<file path="config.mk">
export PLATFORM = sky130hd
export DESIGN_NAME = deflate_bit_packer
export DESIGN_NICKNAME = d
export VERILOG_FILES = /design/src/rtl/deflate_bit_packer.sv
export SDC_FILE = /design/constraint.sdc
export NUM_CORES = 1
export LEC_CHECK = 0
export CORE_AREA = 5 5 129 131
export CTS_CLUSTER_DIAMETER = 30
export DETAILED_ROUTE_END_ITERATION = 16
export DIE_AREA = 0 0 134 136
export GPL_TIMING_DRIVEN = 0
export PLACE_DENSITY = 0.93
export SYNTH_ARGS = -nofsm -noshare
export SYNTH_HDL_FRONTEND = slang
export SYNTH_SLANG_ARGS = --single-unit
</file>
<file path="constraint.sdc">
create_clock -name clk -period 4.2 [get_ports clk]
set_clock_uncertainty 0.05 [all_clocks]
set_input_delay 0.84 -clock clk [delete_from_list [all_inputs] [get_ports clk]]
set_output_delay 0.84 -clock clk [all_outputs]
set_load 0.02 [all_outputs]
</file>
<file path="src/rtl/deflate_bit_packer.sv">
// deflate_bit_packer
//   Packs variable-length LSB-first bit chunks (0..32 bits per cycle) into a
//   contiguous bitstream and emits 32-bit little-endian words with a
//   valid/ready handshake. On the last chunk of a stream, the final partial
//   word is zero-padded to a byte boundary and flagged with out_last. A stream
//   that ends exactly on a word boundary, or is empty, closes with an empty
//   terminal word (bytes=0, last=1).
//
// Ports
//   clk, rst_n            clock, asynchronous active-low reset
//   in_valid/in_ready     input chunk handshake
//   in_size, in_data      chunk length (0..32, larger clamps) and bits
//   in_last               chunk closes the stream
//   out_valid/out_ready   output word handshake
//   out_data, out_bytes   packed word and number of valid bytes (0..4)
//   out_last              terminal word of the stream
//   err                   sticky: [0] chunk dropped (in_ready=0), [1] in_size>32
module deflate_bit_packer #(
  parameter int unsigned DATA_WIDTH = 32,
  parameter int unsigned SIZE_WIDTH = 6,
  parameter int unsigned BUF_WIDTH  = 64
) (
  input  logic                  clk,
  input  logic                  rst_n,
  input  logic                  in_valid,
  input  logic [SIZE_WIDTH-1:0] in_size,
  input  logic [DATA_WIDTH-1:0] in_data,
  input  logic                  in_last,
  output logic                  in_ready,
  output logic                  out_valid,
  input  logic                  out_ready,
  output logic [DATA_WIDTH-1:0] out_data,
  output logic [2:0]            out_bytes,
  output logic                  out_last,
  output logic [1:0]            err
);

  localparam int unsigned FillW = $clog2(BUF_WIDTH) + 1;
  localparam logic [FillW-1:0] WordBits = FillW'(DATA_WIDTH);

  typedef enum logic [0:0] {StRun, StFlush} state_e;

  state_e                  state_q, state_d;
  logic [BUF_WIDTH-1:0]    buf_q, buf_d;
  logic [FillW-1:0]        fill_q, fill_d;
  logic                    out_valid_q, out_valid_d;
  logic [DATA_WIDTH-1:0]   out_data_q, out_data_d;
  logic [2:0]              out_bytes_q, out_bytes_d;
  logic                    out_last_q, out_last_d;
  logic [1:0]              err_q, err_d;

  logic                    ready_run;
  logic                    accept;
  logic                    slot_free;
  logic                    pop;
  logic                    term;
  logic                    term_done;
  logic                    size_big;
  logic [SIZE_WIDTH-1:0]   size_eff;
  logic [DATA_WIDTH-1:0]   mask;
  logic [BUF_WIDTH-1:0]    chunk_ext;
  logic [BUF_WIDTH-1:0]    buf_shift;
  logic [FillW-1:0]        pos;

  // ---------------------------------------------------------------------------
  // FSM: state register
  // ---------------------------------------------------------------------------
  always_ff @(posedge clk or negedge rst_n) begin
    if (!rst_n) begin
      state_q <= StRun;
    end else begin
      state_q <= state_d;
    end
  end

  // FSM: next state
  always_comb begin
    state_d = state_q;
    unique case (state_q)
      StRun:   if (accept && in_last) state_d = StFlush;
      StFlush: if (term_done)         state_d = StRun;
      default: state_d = StRun;
    endcase
  end

  // FSM: outputs
  always_comb begin
    ready_run = (state_q == StRun) && (fill_q <= WordBits);
    // Held low while reset is asserted so no chunk looks accepted.
    in_ready  = rst_n && ready_run;
  end

  // ---------------------------------------------------------------------------
  // Datapath control
  // ---------------------------------------------------------------------------
  always_comb begin
    size_big  = in_size > SIZE_WIDTH'(DATA_WIDTH);
    size_eff  = size_big ? SIZE_WIDTH'(DATA_WIDTH) : in_size;
    mask      = (size_eff == SIZE_WIDTH'(DATA_WIDTH)) ? '1
                : ((DATA_WIDTH'(1) << size_eff) - DATA_WIDTH'(1));
    chunk_ext = BUF_WIDTH'(in_data & mask);

    accept    = in_valid && ready_run;
    slot_free = !out_valid_q || out_ready;
    pop       = slot_free && (fill_q >= WordBits);
    // The terminal word is issued once; while it waits in the slot
    // (out_valid & out_last) no second one may be generated.
    term      = (state_q == StFlush) && slot_free && (fill_q < WordBits) &&
                !(out_valid_q && out_last_q);
    term_done = (state_q == StFlush) && out_valid_q && out_last_q && out_ready;

    buf_shift = pop ? (buf_q >> DATA_WIDTH) : buf_q;
    pos       = pop ? (fill_q - WordBits) : fill_q;
  end

  // Next-state for accumulator, output slot and error flags
  always_comb begin
    buf_d       = buf_shift;
    fill_d      = fill_q;
    out_valid_d = out_valid_q;
    out_data_d  = out_data_q;
    out_bytes_d = out_bytes_q;
    out_last_d  = out_last_q;
    err_d       = err_q | {in_valid && size_big, in_valid && !ready_run};

    if (pop) begin
      fill_d = fill_q - WordBits;
    end
    if (accept) begin
      buf_d  = buf_shift | (chunk_ext << pos);
      fill_d = fill_d + FillW'(size_eff);
    end

    if (pop) begin
      out_valid_d = 1'b1;
      out_data_d  = buf_q[DATA_WIDTH-1:0];
      out_bytes_d = 3'd4;
      out_last_d  = 1'b0;
    end else if (term) begin
      // Bits above fill are always zero, so the low word is already padded.
      out_valid_d = 1'b1;
      out_data_d  = buf_q[DATA_WIDTH-1:0];
      out_bytes_d = 3'((fill_q + FillW'(7)) >> 3);
      out_last_d  = 1'b1;
      buf_d       = '0;
      fill_d      = '0;
    end else if (out_ready) begin
      out_valid_d = 1'b0;
    end
  end

  always_ff @(posedge clk or negedge rst_n) begin
    if (!rst_n) begin
      buf_q       <= '0;
      fill_q      <= '0;
      out_valid_q <= 1'b0;
      out_data_q  <= '0;
      out_bytes_q <= '0;
      out_last_q  <= 1'b0;
      err_q       <= '0;
    end else begin
      buf_q       <= buf_d;
      fill_q      <= fill_d;
      out_valid_q <= out_valid_d;
      out_data_q  <= out_data_d;
      out_bytes_q <= out_bytes_d;
      out_last_q  <= out_last_d;
      err_q       <= err_d;
    end
  end

  assign out_valid = out_valid_q;
  assign out_data  = out_data_q;
  assign out_bytes = out_bytes_q;
  assign out_last  = out_last_q;
  assign err       = err_q;

endmodule

</file>
==> run_results.csv <==
group,metric,value,unit
status,status,"finished clean",
yosys,synth.area.mux_share,5.596,%
yosys,async_flop_share,100.0,%
yosys,yosys-top-cells-area,"dfrtp_1, nand2_1, a21oi_1",
die,core.rowCount,46,
yosys,synthesis.area,8989,µm²
timing,hold_viol,0,
pwr,switching_share,51.42,%
finish,final_cell_area,10850,µm²
job,max-cap-violations,0,
yosys,synth_fp_nets,1196,
min_path,hp-class,"register to register",
timing,slew_headroom,26.97,%
setup_path,path_cells,"clkdlybuf4s50_1 -> buf_12 -> nor2_4 -> nand2_2 -> ha_1 -> buf_4 -> buf_4 -> o31a_1 -> mux2i_1 -> a2bb2oi_1 -> o221ai_1 -> mux2_2 -> mux2i_1 -> o22ai_1",
placed_design,gp_congestion,1.081,
setup_path,path_class,"primary input to register",
setup_path,path_max_fanout,19,
timing,rsz0062_at_grt,"true",
pwr,p_leak,4.371,nW
setup_path,endpoint_kind,"register",
die,die-height,136,µm
finish,num_antenna_cells,0,
cts,cts_root_buf,"clkbuf_16",
timing,min_period,4199,ps
global_route,antenna_found_initial,0,
detailed_routing,routed_wl,39110,µm
finish,fin_cells,1451,
detailed_routing,ant_nets,0,
global_route,overflow,0,
placed_design,io_buffers,81,
global_route,grt_pass1_wl,58860,µm
pwr,p_clk_share,12.6,%
cts,cts_buffers,9,
finish,drive_gt1_share,12.07,%
yosys,synth_cells,1146,
cts,clkTransAtPathRegs,70,ps
cts,clock_path_buffers,2,
pwr,p_int,3.153,mW
placed_design,placed_cells,1420,
pwr,p_seq_share,25.3,%
timing,final.period_utilization,99.98,%
detailed_routing,drt_iter0_markers,1613,
detailed_routing,routed_via_density,7.312,
yosys,synth_edf_count,0,
yosys,synth-seq-area-share,30.90,%
detailed_routing,firstDrtPassIters,7,
yosys,synth_top_area_cell,"dfrtp_1",
detailed_routing,drc,0,
cts,clock-sinks,111,
yosys,avgSynthCellArea,7.843,µm²
setup_path,crit_slowest_cell,"clkdlybuf4s50_1",
setup_path,cp.required,4370,ps
cts,hold_buffers,0,
setup_path,cp.arrival,4370,ps
finish,area_growth_syn_to_layout,20.68,%
finish,fillers,1301,
yosys,synth_xor_area_share,0.8769,%
yosys,yosys_warnings,0,
yosys,yosys.area_share.simple,23.13,%
placed_design,placedInstanceArea,10060,µm²
die,initial_utilization,58.06,%
finish,nets,1305,
pwr,comb_power_share,62.1,%
pwr,p_switching,3.337,mW
timing,worst_pin_slew,1088,ps
yosys,synth_top_area_share,30.90,%
detailed_routing,vias,10610,
pwr,p_total,6.489,mW
cts,clk-insertion-delay-late,360,ps
timing,fmax,238.1,MHz
die,core_area,15480,µm²
cts,cts_tree,"yes",
yosys,synth-compound-area-share,33.02,%
yosys,synth_ff_type,"dfrtp_1",
die,ios,83,
setup_path,start_kind,"primary input",
global_route,grt_max_degree,64,
global_route,first_global_vias,10010,
yosys,synth_fa_ha_area_share,1.086,%
yosys,yosysUniqueCellTypes,89,
timing,holdWs,422.8,ps
pwr,ir_worst_vdd,0.2835,mV
cts,htreeDepth,3,
yosys,ys_seq_elements,111,
timing,drv_slew,0,
timing,setup_viol,0,
global_route,grtUsageTotal,42.12,%
detailed_routing,wire_per_inst,26.95,µm
die,dieArea,18220,µm²
setup_path,max_stage_delay,530,ps
pwr,p_per_area,598.2,nW/µm²
placed_design,hpwl,29890,µm
yosys,synth_top_family_by_area,"compound AO/OA/AOI/OAI gates",
die,die-width,134,µm
-- worst paths after layout --
check	startpoint	end	slack [ps]	cells past startpoint
hold / removal	out_data[20]	out_data[20]	420	2
setup / recovery	in_size[0]	buf_q[26]	0.7	14
hold reg to reg	out_data[20]	out_data[20]	420	2
setup reg to reg	fill_q[4]	buf_q[9]	240	9
max in group asynchronous	rst_n	buf_q[63]	2900	2
min in group asynchronous	rst_n	out_data[6]	470	1
-- state kept, by name, indices dropped and copies added, names as in the netlist --
register   cells
out_valid      1
buf_q         64
fill_q         7
out_bytes      3
state_q        1
err            2
out_last       1
out_data      32
-- routing by layer --
layer  up-vias  GRT usage (%)  wire length [µm]
met5         -              0                 0
met4         0          34.97              3838
met3       274          8.142              4423
met2       928          66.70             17440
met1      4847          49.65             13410
li1       4560              -                 -
-- through the flow --
step | setup TNS, ps | util [%] | setup WS [ps]
finish | 0 | 70.07 | 0.6555
CTS | 0 | 68.41 | 0.02265
floorplan | 0 | - | 175.9
detailed placement | -80880 | 65.01 | -1941
global placement | -299140 | 64.85 | -2755
global route | -98.65 | 70.07 | -48.04
-- repair_timing --
item | 4_1_cts | 5_1_grt
setup endpoints to repair | 62 | 58
pin swaps | 10 | 14
gates resized for setup | 52 | 41
setup buffers | 8 | 10
-- Yosys cell counts, types with 14 or more instances --
master	number
nand2b_1	14
nand2_1	191
o21a_1	17
a21oi_1	70
a211oi_1	20
dfrtp_1	111
o21ai_0	68
inv_1	19
o211ai_1	24
buf_2	20
nor3_1	29
o22ai_1	26
clkbuf_1	66
nor2_1	91
mux2i_1	30
a31oi_1	15
a221oi_1	18
nand3_1	18
a22oi_1	19
and2_1	15
nor2b_1	14
-- power groups by stage --
stage / clock, mW / combinational, mW / sequential (mW)
4_1_cts: 0.802 / 3.77 / 1.63
5_1_grt: 0.850 / 4.22 / 1.68
2_1_floorplan: 0 / 2.16 / 1.74
6_report: 0.815 / 4.03 / 1.64
3_3_place_gp: 0 / 3.58 / 1.64
3_5_place_dp: 0 / 3.65 / 1.65
-- layout make-up --
type,instances,area [µm²],area share [%]
clock inverters,5,32.53,0.2999
repair buffers,100,962.2,8.870
multi-input cells,916,6092,56.16
flip-flops and latches,111,2778,25.61
inverters,22,86.33,0.7958
well taps,192,240.2,2.215
clock buffers,10,229.0,2.111
plain buffers,95,427.9,3.945
-- placed cells by master (no fill, tap or decap), types with 12 or more instances in the layout --
master | Yosys | layout
and2_1 | 15 | 15
a22oi_1 | 19 | 19
nand3_1 | 18 | 18
a211oi_1 | 20 | 13
nand2b_1 | 14 | 14
a21oi_1 | 70 | 67
nor2_1 | 91 | 89
nor3_1 | 29 | 27
or2_2 | 13 | 13
a221oi_1 | 18 | 13
o21a_1 | 17 | 17
clkbuf_1 | 66 | 65
o22ai_1 | 26 | 24
o211ai_1 | 24 | 24
nand2_1 | 191 | 190
dfrtp_1 | 111 | 111
clkdlybuf4s50_1 | 0 | 76
buf_4 | 1 | 24
mux2i_1 | 30 | 26
o21ai_0 | 68 | 64
a31oi_1 | 15 | 13
inv_1 | 19 | 18
buf_2 | 20 | 15
nor2b_1 | 14 | 14
o221ai_1 | 13 | 12
-- critical path: cells and delay by family --
family	cells	cell delay, ps
buffers and inverters	4	1180
adders and majority gates	1	160
muxes	3	940
AOI/OAI and AO/OA	4	1090
and+or+nand+nor	2	140
-- logic make-up (layout without fill, tap and decap cells) --
kind of cell,count (synthesis),in the layout
mux,43,43
buf+inv,119,232
flops,111,111
xor+xnor,9,9
fa+ha+maj,8,8
simple gates,441,441
compound gates,415,415
No activity file was read; power rests on OpenSTA's default activity.
